## config.mk

```make
export PLATFORM = sky130hd
export DESIGN_NAME = rf_cmd_ctrl
export DESIGN_NICKNAME = d
export VERILOG_FILES = /design/src/rtl/rf_cmd_ctrl_pkg.sv /design/src/rtl/rf_cmd_ctrl_frame_timer.sv /design/src/rtl/rf_cmd_ctrl.sv
export SDC_FILE = /design/constraint.sdc
export NUM_CORES = 1
export LEC_CHECK = 0
export BUFFER_PORTS_ARGS = -buffer_cell sky130_fd_sc_hd__buf_4
export CORE_MARGIN = 10
export CORE_UTILIZATION = 41
export CTS_CLUSTER_SIZE = 30
export DETAILED_ROUTE_END_ITERATION = 7
export GPL_TIMING_DRIVEN = 1
export PLACE_DENSITY = 0.68
export SLEW_MARGIN = 20
export SYNTH_ARGS = -nofsm -noshare
export SYNTH_HDL_FRONTEND = slang
export SYNTH_SLANG_ARGS = --single-unit
```

## constraint.sdc

```tcl
create_clock -name CLK -period 1.85 [get_ports CLK]
set_input_delay 0 -clock CLK [delete_from_list [all_inputs] [get_ports CLK]]
set_output_delay 0 -clock CLK [all_outputs]
set_load 0.02 [all_outputs]
```

## src/rtl/rf_cmd_ctrl_pkg.sv

```systemverilog
// Shared constants and state encoding for the rf_cmd_ctrl register-file initiator.
package rf_cmd_ctrl_pkg;

    localparam int DEF_WIDTH  = 8;
    localparam int DEF_ADDR_W = 4;

    localparam logic [7:0] WR_CMD = 8'hAA;
    localparam logic [7:0] RD_CMD = 8'hBB;

    typedef enum logic [2:0] {
        IDLE    = 3'd0,
        WR_ADDR = 3'd1,
        WR_DATA = 3'd2,
        RD_ADDR = 3'd3,
        RD_WAIT = 3'd4,
        TX_SEND = 3'd5
    } state_e;

endpackage

```

## src/rtl/rf_cmd_ctrl_frame_timer.sv

```systemverilog
// Saturating cycle counter with clear/enable; o_expire flags the LIMIT-th counted cycle.
module frame_timer #(
    parameter int LIMIT = 4
) (
    input  logic i_clk,
    input  logic i_rst,
    input  logic i_clr,
    input  logic i_en,
    output logic o_expire
);

    localparam int CW = (LIMIT > 1) ? $clog2(LIMIT) : 1;
    localparam logic [CW-1:0] LAST = CW'(LIMIT - 1);

    logic [CW-1:0] r_cnt;
    logic          w_expire;

    assign w_expire = (r_cnt == LAST);
    assign o_expire = w_expire;

    // Count enabled cycles, holding at LAST until cleared.
    always_ff @(posedge i_clk or posedge i_rst) begin
        if (i_rst) begin
            r_cnt <= {CW{1'b0}};
        end else if (i_clr) begin
            r_cnt <= {CW{1'b0}};
        end else if (i_en && !w_expire) begin
            r_cnt <= r_cnt + {{(CW-1){1'b0}}, 1'b1};
        end else begin
            r_cnt <= r_cnt;
        end
    end

endmodule

```

## src/rtl/rf_cmd_ctrl.sv

```systemverilog
// Register-file initiator: decodes UART command frames into WrEn/RdEn and returns read data to TX.
// Optional inter-byte frame timeout is built when FRAME_TIMEOUT_EN is defined.
module rf_cmd_ctrl
    import rf_cmd_ctrl_pkg::*;
#(
    parameter int WIDTH       = DEF_WIDTH,
    parameter int ADDR_W      = DEF_ADDR_W,
    parameter int RD_WAIT_MAX = 4,
    parameter int TIMEOUT_CYC = 1024
) (
    input  logic              CLK,
    input  logic              RST,
    input  logic [WIDTH-1:0]  RX_P_DATA,
    input  logic              RX_D_VLD,
    output logic              WrEn,
    output logic              RdEn,
    output logic [ADDR_W-1:0] Address,
    output logic [WIDTH-1:0]  WrData,
    input  logic [WIDTH-1:0]  RdData,
    input  logic              RdData_valid,
    output logic [WIDTH-1:0]  TX_P_DATA,
    output logic              TX_D_VLD,
    input  logic              TX_BUSY,
    output logic              CMD_ERR
);

    if (TIMEOUT_CYC < 2 || RD_WAIT_MAX < 1) begin : g_param_check
        $error("rf_cmd_ctrl: TIMEOUT_CYC must be >= 2 and RD_WAIT_MAX >= 1");
    end

    state_e            r_state, w_state_nxt;
    logic              r_wr_en, w_wr_en;
    logic              r_rd_en, w_rd_en;
    logic              r_tx_vld, w_tx_vld;
    logic              r_cmd_err, w_cmd_err;
    logic [ADDR_W-1:0] r_addr, w_addr;
    logic [WIDTH-1:0]  r_wr_data, w_wr_data;
    logic [WIDTH-1:0]  r_tx_data, w_tx_data;
    logic              w_addr_ok;
    logic              w_rd_expire;
    logic              w_frame_to;

    assign w_addr_ok = (RX_P_DATA[WIDTH-1:ADDR_W] == {(WIDTH-ADDR_W){1'b0}});

    frame_timer #(.LIMIT(RD_WAIT_MAX)) u_rd_timer (
        .i_clk   (CLK),
        .i_rst   (RST),
        .i_clr   (r_state != RD_WAIT),
        .i_en    (r_state == RD_WAIT),
        .o_expire(w_rd_expire)
    );

`ifdef FRAME_TIMEOUT_EN
    logic w_in_frame;
    assign w_in_frame = (r_state == WR_ADDR) || (r_state == WR_DATA) || (r_state == RD_ADDR);

    // Entry into a frame state always coincides with a received byte, so RX_D_VLD covers both clears.
    frame_timer #(.LIMIT(TIMEOUT_CYC)) u_frame_timer (
        .i_clk   (CLK),
        .i_rst   (RST),
        .i_clr   (!w_in_frame || RX_D_VLD),
        .i_en    (w_in_frame),
        .o_expire(w_frame_to)
    );
`else
    assign w_frame_to = 1'b0;
`endif

    // Next-state and next-output decode.
    always_comb begin
        w_state_nxt = r_state;
        w_wr_en     = 1'b0;
        w_rd_en     = 1'b0;
        w_tx_vld    = 1'b0;
        w_cmd_err   = 1'b0;
        w_addr      = r_addr;
        w_wr_data   = r_wr_data;
        w_tx_data   = r_tx_data;
        case (r_state)
            IDLE: begin
                if (RX_D_VLD) begin
                    if (RX_P_DATA == WIDTH'(WR_CMD)) begin
                        w_state_nxt = WR_ADDR;
                    end else if (RX_P_DATA == WIDTH'(RD_CMD)) begin
                        w_state_nxt = RD_ADDR;
                    end else begin
                        w_cmd_err = 1'b1;
                    end
                end else begin
                    w_state_nxt = IDLE;
                end
            end
            WR_ADDR, RD_ADDR: begin
                if (RX_D_VLD) begin
                    if (w_addr_ok) begin
                        w_addr = RX_P_DATA[ADDR_W-1:0];
                        if (r_state == RD_ADDR) begin
                            w_rd_en     = 1'b1;
                            w_state_nxt = RD_WAIT;
                        end else begin
                            w_state_nxt = WR_DATA;
                        end
                    end else begin
                        w_cmd_err   = 1'b1;
                        w_state_nxt = IDLE;
                    end
                end else if (w_frame_to) begin
                    w_cmd_err   = 1'b1;
                    w_state_nxt = IDLE;
                end else begin
                    w_state_nxt = r_state;
                end
            end
            WR_DATA: begin
                if (RX_D_VLD) begin
                    w_wr_data   = RX_P_DATA;
                    w_wr_en     = 1'b1;
                    w_state_nxt = IDLE;
                end else if (w_frame_to) begin
                    w_cmd_err   = 1'b1;
                    w_state_nxt = IDLE;
                end else begin
                    w_state_nxt = WR_DATA;
                end
            end
            RD_WAIT: begin
                w_cmd_err = RX_D_VLD;
                // Data with an idle transmitter goes straight out, keeping RdData_valid->TX_D_VLD at one cycle.
                if (RdData_valid) begin
                    w_tx_data = RdData;
                    if (!TX_BUSY) begin
                        w_tx_vld    = 1'b1;
                        w_state_nxt = IDLE;
                    end else begin
                        w_state_nxt = TX_SEND;
                    end
                end else if (w_rd_expire) begin
                    w_cmd_err   = 1'b1;
                    w_state_nxt = IDLE;
                end else begin
                    w_state_nxt = RD_WAIT;
                end
            end
            TX_SEND: begin
                w_cmd_err = RX_D_VLD;
                if (!TX_BUSY) begin
                    w_tx_vld    = 1'b1;
                    w_state_nxt = IDLE;
                end else begin
                    w_state_nxt = TX_SEND;
                end
            end
            default: begin
                w_state_nxt = IDLE;
            end
        endcase
    end

    // State and registered outputs.
    always_ff @(posedge CLK or posedge RST) begin
        if (RST) begin
            r_state   <= IDLE;
            r_wr_en   <= 1'b0;
            r_rd_en   <= 1'b0;
            r_tx_vld  <= 1'b0;
            r_cmd_err <= 1'b0;
            r_addr    <= {ADDR_W{1'b0}};
            r_wr_data <= {WIDTH{1'b0}};
            r_tx_data <= {WIDTH{1'b0}};
        end else begin
            r_state   <= w_state_nxt;
            r_wr_en   <= w_wr_en;
            r_rd_en   <= w_rd_en;
            r_tx_vld  <= w_tx_vld;
            r_cmd_err <= w_cmd_err;
            r_addr    <= w_addr;
            r_wr_data <= w_wr_data;
            r_tx_data <= w_tx_data;
        end
    end

    assign WrEn      = r_wr_en;
    assign RdEn      = r_rd_en;
    assign Address   = r_addr;
    assign WrData    = r_wr_data;
    assign TX_P_DATA = r_tx_data;
    assign TX_D_VLD  = r_tx_vld;
    assign CMD_ERR   = r_cmd_err;

endmodule

```

==> impl_results.md <==
* Status: complete, no violations
* Reg2reg setup slack at 0.18 ns
* Via count at 953
* DIE WIDTH at ~75 µm
* Die H at 75.3 µm
* Final Total Pwr at around 1.5 mW
* R2R cell count at 3
* Std cell rows at 20
* Critical-path top delay cell: dfrtp_1
* Leakage at around 0.92 nW
* I/O pin count at 45
* Core footprint at about 0.003 mm²
* Number of synthesized register bits at 29
* Maxcap violations at 0
* R2R Path Start: r_state[0]$_DFFE_PP0P_
* Mapped cell area at ~0.0013 mm²
* Starting Density at 0.418
* WL/cell at 15.6 µm
* Synthesized Nets at between 100 and 150
* Mean Syn Cell Area at 13.6 µm²
* Slew HR at 0.733
* Initial DRT Pass Iterations at 3
* Worst-Margin Slew at 0.401 ns
* CP Launch Type: flip-flop
* Setup CP Type: reg2reg
* CTS tree: yes
* WL final at 3.05 mm
* Fillers at about 260
* Hold crit path type: in2reg
* Sequential-to-total area share from yosys stat at 0.578
* Remaining antenna violation count at 0
* Clk_lat worst skew at around 0.31 ns
* Max stage delay on crit path at approximately 0.47 ns
* Hold Vio Cnt, Final at 0
* Fin. max-slew vios at 0
* CTS Buffer Depth at 2
* Design area at 0.00187 mm²
* Unrepaired setup endpoints after global routing: false
* Worst endpoint data arrival time at 1.87 ns
* Setup Skew at 0.00451 ns
* CTS Buf Count at 5
* Gpl congestion at 0.726
* Clock transition at path regs at 0.08 ns
* R2R Path End: WrData[5]$_DFFE_PP0P_
* CP Capture Type: flip-flop
* Syn. warnings at 0
* HPWL Detailed at ~2.2 mm
* Vias in the first global route at 1112
* Via density at 4.89
* Crit-path cells: nor3b_2 > and2_1 > mux2_2
* Root Buffer: clkbuf_4
* Initial antenna violation count at 0
* Power density over the cells at 804 mW/mm²
* Max rail drop VDD at about 0.44 mV
* Peak Freq at 599 MHz
* Final setup viols at 0
* Crit path to: WrData[5]$_DFFE_PP0P_
* EDFF count, synth at 0
* Most used DFF post-synth: dfrtp_1
* Synth Instances at 92
* Async SR Flop Fraction at 1.00
* Synth cell types at 32
* Area growth from synthesis to layout at 48.8%
* N_diodes at 0
* GRT Util Overall at 0.120
* CP required at 2.05 ns
* CP Launch Point: r_state[0]$_DFFE_PP0P_
* Setup TNS at 0 ns
* Placed Area at ~0.0016 mm²
* GR Overflow Total at 0
* Residual DRC count at 0
* IO buf count at 44
* # H-tree levels at 2
* Core Util, Final at 0.622
* Final Critical Period at 1.67 ns
* Worst-path maximum fanout at 9
* Ratio of cells with drive above 1 in the final layout at 0.481
* First-pass GRT wire length at 5.26 mm
* Clock sink total at 29
* Die area at 0.00567 mm²
* Critical hold path startpoint: RdData_valid
* Final #Nets at 183
* Detailed Route Iter0 Violations at 36
* Period Utilization, post-route at 0.903
* Largest net degree at the start of global routing at 30
* Hold Slack at about 0.034 ns
## cell families (layout without fill, tap and decap cells)
logic type / after synthesis / in the layout / share of synthesized area
flip-flops: 29 / 29 / 0.578
AND/OR/NAND/NOR: 24 / 24 / 0.130
multiplexers: 21 / 21 / 0.199
AO/OA/AOI/OAI: 11 / 11 / 0.0558
buffers and inverters: 4 / 74 / 0.0130
XOR/XNOR: 2 / 2 / 0.0140
adder cells (fa/ha/maj): 1 / 1 / 0.00997
## cells in the final DEF, fill, tap and decap left out, types with 2 or more instances in the layout
master and n:
o21ai_0 3, buf_4 45, clkbuf_4 5, inv_1 2
nand2_1 2, a21oi_1 3, mux2_2 16, nor3_1 3
dfrtp_1 29, mux2_4 4, nor2_1 6, clkinv_2 2
dlygate4sd3_1 19, nand3_1 2
## area by class of cell
class / count / area, µm² / area share
Clock buffer: 6 / 41.3 / 0.0221
Timing Repair Buffer: 64 / 528 / 0.283
Sequential cell: 29 / 726 / 0.389
Multi-Input combinational cell: 59 / 513 / 0.275
Tap cell: 33 / 41.3 / 0.0221
Clock inverter: 2 / 10.0 / 0.00536
Inverter: 2 / 7.51 / 0.00402
## registers in the layout, indices dropped and copies added (netlist names)
signal and count:
Address 4, CMD_ERR 1, RdEn 1, TX_D_VLD 1, TX_P_DATA 8, WrData 8, WrEn 1, r_state 3
u_rd_timer.r_cnt 2
## worst max-delay path: cells and delay by family (launching register included)
family | cells | cell delay (ns)
DFF | 1 | 0.47
and+or+nand+nor | 2 | 0.71
muxes | 1 | 0.38
## worst min path at each step
| stage | endpoint | slack (ns) | cells after the start |
|---|---|---|---|
| 6_report | TX_D_VLD$_DFF_PP0_ | 0.03 | 3 |
| 2_1_floorplan | TX_D_VLD$_DFF_PP0_ | 0.07 | 1 |
| 3_5_place_dp | TX_P_DATA[2]$_DFFE_PP0P_ | 0.10 | 3 |
| 3_3_place_gp | TX_P_DATA[1]$_DFFE_PP0P_ | 0.09 | 3 |
| 5_1_grt | TX_D_VLD$_DFF_PP0_ | 0.04 | 3 |
| 4_1_cts | TX_D_VLD$_DFF_PP0_ | 0.02 | 3 |
## synthesized netlist by cell type, drive strengths merged (2+ instances only)
library cell | n | area share
inv | 2 | 0.0060
dfrtp | 29 | 0.58
nand2 | 3 | 0.015
o21ai | 3 | 0.012
nand3 | 2 | 0.0080
a211o | 2 | 0.015
nor3b | 2 | 0.025
mux2 | 20 | 0.19
a21oi | 3 | 0.012
nor3 | 3 | 0.012
nor2 | 7 | 0.027
## through the flow
stage                     cells  setup slack (ns)
final                       195             0.179
after global routing        195            0.0457
after CTS                   195             0.156
after detailed placement    168             0.185
after global placement      168             0.208
after floorplan              92             0.315
## timing repair
action | in CTS | in global routing
hold buffers | 19 | 0
hold endpoints to repair | 53 | 0
resized for setup | 0 | 0
setup buffers | 0 | 0
## power by group
part	switching [mW]	internal, mW	total [mW]
logic	0.191	0.210	0.401
registers	0.0429	0.708	0.751
clock network	0.205	0.144	0.349
## routing by layer
metal  vias to the layer above  share of wire  GRT usage
li1                        464              -          -
met1                       446           0.42      0.134
met2                        40           0.45      0.195
met3                         3           0.11     0.0560
met4                         0         0.0095     0.0433
met5                         -              0          0
Power figures use the tool's default switching activity.
